## config.mk

```make
export PLATFORM = sky130hd
export DESIGN_NAME = ifq_line_fifo
export DESIGN_NICKNAME = d
export VERILOG_FILES = /design/src/rtl/ifq_pkg.sv /design/src/rtl/ifq_word_sel.sv /design/src/rtl/ifq_line_fifo.sv
export SDC_FILE = /design/constraint.sdc
export NUM_CORES = 1
export LEC_CHECK = 0
export CORE_UTILIZATION = 61
export CTS_CLUSTER_DIAMETER = 120
export DETAILED_ROUTE_END_ITERATION = 12
export PLACE_DENSITY = 0.95
export SLEW_MARGIN = 20
export SYNTH_ARGS = -nofsm -noshare
export SYNTH_HDL_FRONTEND = slang
export SYNTH_SLANG_ARGS = --single-unit
```

## constraint.sdc

```tcl
create_clock -name clk -period 7.7 [get_ports clk]
set_input_delay 0.77 -clock clk [delete_from_list [all_inputs] [get_ports clk]]
set_output_delay 0.77 -clock clk [all_outputs]
set_load 0.01 [all_outputs]
```

## src/rtl/ifq_pkg.sv

```systemverilog
// Shared widths, types and elaboration helpers for the instruction fetch queue.
package ifq_pkg;

  localparam int unsigned INSTR_WIDTH_DEF = 32;

  typedef logic [INSTR_WIDTH_DEF-1:0] instr_t;

  // Line pointer width including the wrap bit.
  function automatic int unsigned ptr_w(input int unsigned depth);
    return $clog2(depth) + 1;
  endfunction

  function automatic int unsigned wsel_w(input int unsigned wpl);
    return $clog2(wpl);
  endfunction

  function automatic bit is_pow2(input int unsigned v);
    return (v != 0) && ((v & (v - 1)) == 0);
  endfunction

endpackage

```

## src/rtl/ifq_word_sel.sv

```systemverilog
// WPL:1 word mux: picks one instruction word out of a cache line, word 0 in the LSBs.
module ifq_word_sel
  import ifq_pkg::*;
#(
  parameter int unsigned LINE_WIDTH  = 128,
  parameter int unsigned INSTR_WIDTH = 32
) (
  input  logic [LINE_WIDTH-1:0]                         line,
  input  logic [wsel_w(LINE_WIDTH/INSTR_WIDTH)-1:0]     sel,
  output logic [INSTR_WIDTH-1:0]                        word_c
);

  localparam int unsigned WPL = LINE_WIDTH / INSTR_WIDTH;

  logic [WPL-1:0][INSTR_WIDTH-1:0] words;

  assign words  = line;
  assign word_c = words[sel];

endmodule

```

## src/rtl/ifq_line_fifo.sv

```systemverilog
// Instruction fetch queue: stores whole cache lines, hands out one word per pop,
// with flush/redirect that reloads the queue with the branch target line.
module ifq_line_fifo
  import ifq_pkg::*;
#(
  parameter int unsigned LINE_WIDTH  = 128,
  parameter int unsigned INSTR_WIDTH = 32,
  parameter int unsigned DEPTH       = 4
) (
  input  logic                                          clk,
  input  logic                                          rst_n,
  input  logic                                          wr_valid,
  input  logic [LINE_WIDTH-1:0]                         wr_line,
  output logic                                          wr_ready,
  input  logic                                          flush,
  input  logic [LINE_WIDTH-1:0]                         redir_line,
  input  logic [wsel_w(LINE_WIDTH/INSTR_WIDTH)-1:0]     redir_offset,
  input  logic                                          rd_ready,
  output logic                                          rd_valid,
  output logic [INSTR_WIDTH-1:0]                        rd_instr,
  output logic [ptr_w(DEPTH)-1:0]                       line_count,
  output logic                                          full,
  output logic                                          empty
);

  localparam int unsigned WPL    = LINE_WIDTH / INSTR_WIDTH;
  localparam int unsigned PTR_W  = ptr_w(DEPTH);
  localparam int unsigned WSEL_W = wsel_w(WPL);
  localparam int unsigned IDX_W  = PTR_W - 1;

  // Parameter sanity checks at elaboration.
  if (LINE_WIDTH % INSTR_WIDTH != 0) begin : g_chk_width
    $error("ifq_line_fifo: LINE_WIDTH must be a multiple of INSTR_WIDTH");
  end
  if (!is_pow2(DEPTH) || DEPTH < 2) begin : g_chk_depth
    $error("ifq_line_fifo: DEPTH must be a power of two >= 2");
  end
  if (!is_pow2(WPL) || WPL < 2) begin : g_chk_wpl
    $error("ifq_line_fifo: words per line must be a power of two >= 2");
  end

  logic [LINE_WIDTH-1:0] mem_q [DEPTH];
  logic [PTR_W-1:0]      wp_q;
  logic [PTR_W-1:0]      rp_q;
  logic [WSEL_W-1:0]     wsel_q;
  logic                  push;
  logic                  pop;
  logic                  line_done;

  assign empty      = (wp_q == rp_q);
  assign full       = (wp_q[IDX_W-1:0] == rp_q[IDX_W-1:0]) &&
                      (wp_q[PTR_W-1] != rp_q[PTR_W-1]);
  assign line_count = wp_q - rp_q;
  assign wr_ready   = !full && !flush;
  assign rd_valid   = !empty;

  assign push      = wr_valid && wr_ready;
  assign pop       = rd_valid && rd_ready && !flush;
  assign line_done = (wsel_q == WSEL_W'(WPL - 1));

  // Pointer update; flush reloads the queue with a single target line.
  always_ff @(posedge clk or negedge rst_n) begin
    if (!rst_n) begin
      wp_q   <= '0;
      rp_q   <= '0;
      wsel_q <= '0;
    end else if (flush) begin
      wp_q   <= PTR_W'(1);
      rp_q   <= '0;
      wsel_q <= redir_offset;
    end else begin
      if (push) begin
        wp_q <= wp_q + PTR_W'(1);
      end
      if (pop) begin
        if (line_done) begin
          wsel_q <= '0;
          rp_q   <= rp_q + PTR_W'(1);
        end else begin
          wsel_q <= wsel_q + WSEL_W'(1);
        end
      end
    end
  end

  // Line storage; stale entries left by a flush are simply unreachable.
  always_ff @(posedge clk or negedge rst_n) begin
    if (!rst_n) begin
      for (int i = 0; i < int'(DEPTH); i++) begin
        mem_q[i] <= '0;
      end
    end else if (flush) begin
      mem_q[0] <= redir_line;
    end else if (push) begin
      mem_q[wp_q[IDX_W-1:0]] <= wr_line;
    end
  end

  ifq_word_sel #(
    .LINE_WIDTH  (LINE_WIDTH),
    .INSTR_WIDTH (INSTR_WIDTH)
  ) u_word_sel (
    .line   (mem_q[rp_q[IDX_W-1:0]]),
    .sel    (wsel_q),
    .word_c (rd_instr)
  );

endmodule

```

# Yosys cells after proc, flatten, opt, wreduce, memory -nomap -nowiden
# Index checks and enable logic that the tools add are counted.
[op_classes] n_addsub=4 mul=0 n_div=0 magnitude_cmp=4 n_eq_ne=4 shift=0 mux=18 bitwise=3 reduce_logical=14
[ops] op="512-bit bitwise mux" count=1
[ops] op="128-bit two-way mux" count=4
[ops] op="512-bit two-way mux" count=1
[ops] op="128-bit binary-select mux with 2-bit select" count=1
[ops] op="128-bit demux with 2-bit select" count=1
[ops] op="32-bit binary-select mux with 2-bit select" count=1
[ops] op="32-bit two-way mux" count=1
[ops] op="3-bit two-way mux" count=5
[ops] op="3-bit by 1-bit adder with 3-bit output, second input constant" count=2
[ops] op="3-bit >= comparator, second input constant" count=2
[ops] op="1-bit logical AND" count=6
[ops] op="2-bit two-way mux" count=3
[ops] op="2-bit inverter with 3-bit output" count=2
[ops] op="2-bit nonzero test" count=3
[ops] op="2-bit AND reduction" count=2
[ops] op="3-bit == test" count=1
[ops] op="1-bit logical NOT" count=3
[ops] op="2-bit by 3-bit less-than comparator with 1-bit output, second input constant" count=1
[ops] op="3-bit by 1-bit less-than comparator with 1-bit output, second input constant" count=1
[ops] op="3-bit subtractor" count=1
[ops] op="2-bit by 1-bit adder with 2-bit output, second input constant" count=1
[ops] op="2-bit == test" count=1
[ops] op="2-bit == test, second input constant" count=1
[ops] op="1-bit inequality test" count=1
[ops] op="1-bit inverter" count=1
[totals] register_bits=520 latch_bits=0 mem_bits_rw=0 rom_bits=0 input_bits=263 output_inout_bits=39 word_cells=54 memories=0

# Longest topological paths before layout
# Gate-level depths: netlist of run 1.
[logic_depth] word_depth=8 ltp_mapped=9 depth_no_buf=6

# Cells and area by module
# A second synthesis of run 1 with hierarchy kept.
[unflattened] hier_cells=1478 hier_area_um2=26390.3
[by_module_without_submodules] module="ifq_line_fifo" instances=1 cells_per_inst=1439 area_each_um2=25575.8 seq_area_each_um2=13012.5
[by_module_without_submodules] module="ifq_word_sel" instances=1 cells_per_inst=39 area_each_um2=814.5 seq_area_each_um2=0.0

# Worst setup path after synthesis of run 1
# Ideal clock, no wire load.
[synth_path] path_type="register to register" from="register rp_q[1]" to="register mem_q[100] in the netlist's numbering" arrival_ns=2.592 t_required_ns=7.575 setup_slack_ns=4.983 path_stages_with_launch=10 n_path_buf=4 path_cell_list="dfrtp_1 clkbuf_1 clkbuf_1 inv_1 ha_1 a311oi_4 and2_4 buf_12 buf_12 mux2_4"
[synth_between] elab_chain_cells=6
[synth_lines] item="from (decl)" line_no="ifq_line_fifo.sv:44" text="logic [PTR_W-1:0] rp_q;"
[synth_lines] item="from (signal assigned)" line_no="ifq_line_fifo.sv:78" text="rp_q <= rp_q + PTR_W'(1);"
[synth_lines] item="2-bit == test" line_no="ifq_line_fifo.sv:51" text="assign full = (wp_q[IDX_W-1:0] == rp_q[IDX_W-1:0]) &&"
[synth_lines] item="1-bit logical AND" line_no="ifq_line_fifo.sv:51"
[synth_lines] item="1-bit logical NOT" line_no="ifq_line_fifo.sv:54" text="assign wr_ready = !full && !flush;"
[synth_lines] item="1-bit logical AND" line_no="ifq_line_fifo.sv:54"
[synth_lines] item="1-bit logical AND" line_no="ifq_line_fifo.sv:57" text="assign push = wr_valid && wr_ready;"
[synth_lines] item="2-bit AND reduction (no line)"
[synth_lines] item="to (signal, indexed assignment)" line_no="ifq_line_fifo.sv:95" text="mem_q[wp_q[IDX_W-1:0]] <= wr_line;"
[synth_lines] item="to (decl)" line_no="ifq_line_fifo.sv:42" text="logic [LINE_WIDTH-1:0] mem_q [DEPTH];"
# Every way passes these cells.
# A chain may end at the register's enable or synchronous reset.

# Worst setup path in the final report of run 1
[layout_path] from="register rp_q[0]" to="output port rd_instr[7]"
[layout_between] elab_chain_cells=6
[layout_lines] item="2-bit inverter with 3-bit output (not written as such)" line_no="ifq_line_fifo.sv:103" text=".line (mem_q[rp_q[IDX_W-1:0]]),"
[layout_lines] item="128-bit binary-select mux with 2-bit select" line_no="ifq_line_fifo.sv:103"
[layout_lines] item="128-bit two-way mux (not written as such) (2 in series)" line_no="ifq_line_fifo.sv:103"
[layout_lines] item="32-bit binary-select mux with 2-bit select" line_no="ifq_word_sel.sv:18" text="assign word_c = words[sel];"
[layout_lines] item="32-bit two-way mux (not written as such)" line_no="ifq_word_sel.sv:18"
[layout_lines] item="to (decl)" line_no="ifq_line_fifo.sv:20" text="output logic [INSTR_WIDTH-1:0] rd_instr,"
# Every way passes these cells. The select of a mux whose other input is x is not followed.

==> impl_metrics.ini, run 1 <==
[final_layout]
layout.cells.non_filler = 2391
drive_gt1_share_pct = 33.6
layout.nets = 2083
final_common_cell = dfrtp_1
syn_to_final_growth_pct = 17.2
final_cell_mix = dfrtp_1, mux2_4, clkdlybuf4s50_1

[die]
die_x_um = 208
die_y_um = 208
ios = 302
initial_utilization_pct = 62.5
die-area_mm2 = 0.0431
design.core.area_mm2 = 0.0412
rows = 74

[yosys]
netlist_area_mm2 = 0.0258
yosysWarningCount = 0
synth-seq-area-share_pct = 50.5
synth_fp_nets = 1839
synthCells = 1567
synth_seq_cells = 520
syn_area_per_cell_um2 = 16.4
ys_types = 36

[sta]
fmax_mhz = 195
slew_viol_final = 0
post-route-period-util_pct = 66.7
final-setup-viol-count = 0
tightest_slew_ns = 1.26
final.setup.tns_ns = 0
period_needed_ns = 5.14
skew_ns = 0.0178
hold_viol = 0
grt_setup_unrepaired = false
relSlewSlack_pct = 16.2

[placement]
dpl.cell_count = 2287
gp_congestion = 0.920
dp_hpwl_um = 47900
io_buffers = 301

[drt]
firstDrtPassIters = 5
via_count = 16500
first_iter_violations = 1796
post-route-drc-count = 0
post_drt_via_cell_ratio = 6.89
postRouteAntennaNets = 0
wl_um = 76500
routedWlPerCell_um = 32.0

[critical_path]
crit_path_end_kind = output pin
cp_slowest_cell = dfrtp_4
crit_fanout = 44
slowest_delay_ns = 0.97
rr_startpoint = rp_q[1]
worstSetupPathType = reg2out
r2r_slack_ns = 3.61
crit_path_cell_trace = buf_4, mux4_2, a22oi_1, nand2_1, clkdlybuf4s50_1
cp-start-kind = flop
reg2reg_depth = 6
cp_num_buf_inv = 2
worstPathRequired_ns = 6.93
timing.rr.end = mem_q[363]
cp.arrival_ns = 4.37
critPathTopFamily = buffers and inverters

[global_route]
grt_pass1_vias = 17600
grt_pass1_wl_um = 115000
grt_max_degree = 199
grt_antenna_before_repair = 7
grt_overflow = 0
grt_usage_pct = 35.8

[clock_network]
cts_setup_buffers = 0
clockBufferDepth = 3
numCtsBuffers = 52
cts_tree = yes
clock_latency_ns = 0.61
cts_root_buf = clkbuf_16
cts.htree.levels = 2
post_cts_resize_count = 0
clkTransAtPathRegs_ns = 0.06
cts_hold_buf = 0
cts.sinks = 520

[pwr]
peakVddDrop_v = 0.000195
p_per_area_mw_per_mm2 = 302
p_leak_uw = 0.0129

[worst_hold_path]
hold_path_class = in2async

[run_status]
status = complete, no violations

[job]
cap_violations = 0
[cell usage after synthesis, drive strengths merged]
cell type | number | area, um^2
nand2 | 36 | 135
xor2 | 4 | 42.6
a221o | 128 | 1280
a21oi | 1 | 5.00
dfrtp | 520 | 13000
ha | 8 | 100
mux2i | 4 | 40.0
o21ai | 3 | 15.0
inv | 8 | 30.0
nand3 | 1 | 5.00
nand2b | 1 | 6.26
or2 | 1 | 6.26
nor3 | 1 | 5.00
fa | 1 | 20.0
a31oi | 1 | 6.26
a311oi | 1 | 26.3
nor2 | 6 | 22.5
a22oi | 64 | 480
mux4 | 128 | 2880
and2 | 133 | 842
o31ai | 1 | 7.51
o211ai | 1 | 7.51
clkbuf | 43 | 161
buf | 85 | 1070
o2111ai | 1 | 8.76
nor2b | 2 | 12.5
mux2 | 384 | 5530
[flip-flops by register name, indices dropped and copies added, names as in the netlist]
name and cells:
mem_q 512, rp_q 3, wp_q 3, wsel_q 2
[logic make-up after synthesis]
logic type,count (synthesis),synth area share [%]
flops,520,50.5
mux,516,32.8
xor+xnor,4,0.165
simple gates,181,4.02
fa+ha+maj,9,0.466
compound gates,201,7.13
buf+inv,136,4.91
[metrics by stage]
stage          cell area [um^2]  hold slack [ns]  setup WS, ns  power, uW  utilization (%)
6_report                  30200            0.160          2.56       9120             73.3
5_1_grt                   30200            0.212          2.40       9410             73.2
4_1_cts                   30100            0.180          2.68       9060             73.1
3_5_place_dp              28400            0.481          3.34       6440             69.0
3_3_place_gp              28400            0.462          3.36       6250             69.0
2_1_floorplan             25800            0.453          4.98       5620                -
[how the worst max path moves through the flow]
stage	startpoint	end	slack, ns	depth (start not counted)
CTS	rp_q[0]	rd_instr[27]	2.68	5
finish	rp_q[0]	rd_instr[7]	2.56	5
global placement	rp_q[0]	rd_instr[22]	3.36	5
floorplan	rp_q[1]	mem_q[100]	4.98	9
detailed placement	rp_q[0]	rd_instr[27]	3.34	5
global route	rp_q[0]	rd_instr[7]	2.40	5
[metal layers]
metal	track usage [%]	vias up	routed length [um]
li1	-	6476	-
met1	46.8	8642	28400
met2	54.4	1097	35200
met3	10.2	259	8060
met4	19.7	4	4890
met5	0	-	26
[power breakdown]
part           total (uW)  internal (uW)  switching [uW]
Clock                2550           1450            1100
Sequential           4220           3590             628
Combinational        2350           1520             831
Total                9120           6560            2560
[final cells by class]
class                   count  area (um^2)
diodes                      9         22.5
fillers                  2233        11000
inverters                   8         30.0
well taps                 532          666
repair buffers            318         3260
clock buffers              73         1490
clock inverters            20          193
flip-flops and latches    520        13000
multi-input cells         911        11500
(Power assumes the default switching activity.)
==> run 2, diff against run 1 <==
- CORE_UTILIZATION: 61 -> 57
- PLACE_DENSITY: 0.95 -> 0.9
- clock period: 7.7 -> 5.1 ns (I/O delays scaled with it)
==> impl_metrics.ini, run 2 (synthesized netlist as in run 1, its figures left out) <==
[clock_network]
numCtsBuffers = 53
cts_setup_buffers = 0
clock_latency_ns = 0.61
clockBufferDepth = 3
cts_root_buf = clkbuf_16
cts.sinks = 520
clkTransAtPathRegs_ns = 0.06
cts_tree = yes
cts.htree.levels = 2

[global_route]
grt_overflow = 0
grt_max_degree = 117
grt_pass1_vias = 17200
grt_usage_pct = 31.1
grt_pass1_wl_um = 109000
grt_antenna_before_repair = 13

[critical_path]
cp.arrival_ns = 3.70
cp-start-kind = flop
crit_path_end_kind = output pin
crit_fanout = 32
cp-startpoint = rp_q[0]
rr_startpoint = rp_q[0]
worstPathRequired_ns = 4.59
worstSetupPathType = reg2out

[sta]
slew_viol_final = 0
tightest_slew_ns = 1.12
skew_ns = 0.0198
final-setup-viol-count = 0
period_needed_ns = 4.21
post-route-period-util_pct = 82.5
grt_setup_unrepaired = false
hold_viol = 0
fin_ws_ns = 0.892
final.setup.tns_ns = 0
relSlewSlack_pct = 25.1
fmax_mhz = 238

[job]
cap_violations = 0

[pwr]
p_leak_uw = 0.0129
peakVddDrop_v = 0.000275
p_per_area_mw_per_mm2 = 442
total_power_uw = 13400

[final_layout]
top_regs = mem_q: 512 flops, rp_q: 3 flops, wp_q: 3 flops
layout.nets = 2105
final_util_pct = 68.4
largest_register_ffs = 512
drive_gt1_share_pct = 33.9
final_common_cell = dfrtp_1
final_cell_mix = dfrtp_1, mux2_4, clkdlybuf4s50_1
syn_to_final_growth_pct = 18.0
regMostFlops = mem_q

[die]
ios = 302
initial_utilization_pct = 58.0
die_y_um = 215
rows = 77
design.core.area_mm2 = 0.0444
die-area_mm2 = 0.0460
die_x_um = 215

[run_status]
status = complete, no violations

[placement]
dp_hpwl_um = 46500
dp_worst_setup_slack_ns = 1.32
io_buffers = 301
gp_congestion = 0.865

[drt]
first_iter_violations = 1655
post-route-drc-count = 0
postRouteAntennaNets = 0
post_drt_via_cell_ratio = 6.46
via_count = 16000
routedWlPerCell_um = 28.5
wl_um = 70400
firstDrtPassIters = 8

[worst_hold_path]
hold_path_class = reg2reg
hp-start = mem_q[119]
[run 2: changes by cell type in the layout (fill, tap and decap cells not counted), moves of 2 or more]
cell	change
buf_12	+6
buf_16	-2
buf_4	+17
bufinv_16	-3
clkbuf_1	+8
clkbuf_16	+3
clkbuf_8	-6
clkinv_2	-2
[run 2: final timing paths]
check                                     to  slack [ns]  depth (start not counted)
worst max-delay path            rd_instr[23]        0.89                          5
worst min-delay path              mem_q[119]        0.49                          1
worst max register to register    mem_q[257]        1.32                          6
worst min register to register    mem_q[119]        0.49                          1
max in group asynchronous          mem_q[86]        3.51                          3
min in group asynchronous         mem_q[487]        0.50                          2
[run 2: cell type report]
| class | instances | area [um^2] |
|---|---|---|
| Fill cell | 2805 | 14000 |
| Clock buffer | 78 | 1510 |
| Antenna cell | 10 | 25.0 |
| Clock inverter | 16 | 92.6 |
| Multi-Input combinational cell | 911 | 11500 |
| Tap cell | 592 | 741 |
| Inverter | 8 | 30.0 |
| Sequential cell | 520 | 13000 |
| Timing Repair Buffer | 339 | 3450 |
[run 2: timing repair]
action	in CTS	in global routing
hold endpoints to repair	77	0
hold buffers	1	0
resized for setup	0	0
[run 2: routing by layer]
metal | wire length [um] | part of all wire, % | track usage, %
met1 | 27900 | 40 | 42.5
met2 | 33800 | 48 | 48.9
met3 | 6170 | 8.8 | 7.23
met4 | 2460 | 3.5 | 12.0
met5 | 69 | 0.098 | 0
[run 2: per-stage QoR]
stage	hold slack, ns	instances	cell area (um^2)
3_5_place_dp	0.483	2369	28700
6_report	0.492	2474	30400
2_1_floorplan	0.214	1567	25800
3_3_place_gp	0.463	2369	28700
5_1_grt	0.512	2468	30400
4_1_cts	0.496	2464	30400
[run 2: report_power, final]
part	internal, uW	switching (uW)
clock	2050	1620
combinational	2300	1230
sequential	5430	814
[run 2: worst max-delay path, cell delays in order, from the launching register on]
cell,delay (ns)
dfrtp_4,0.88
buf_4,0.34
mux4_2,0.53
a22oi_1,0.55
nand2_1,0.24
clkdlybuf4s50_1,0.53
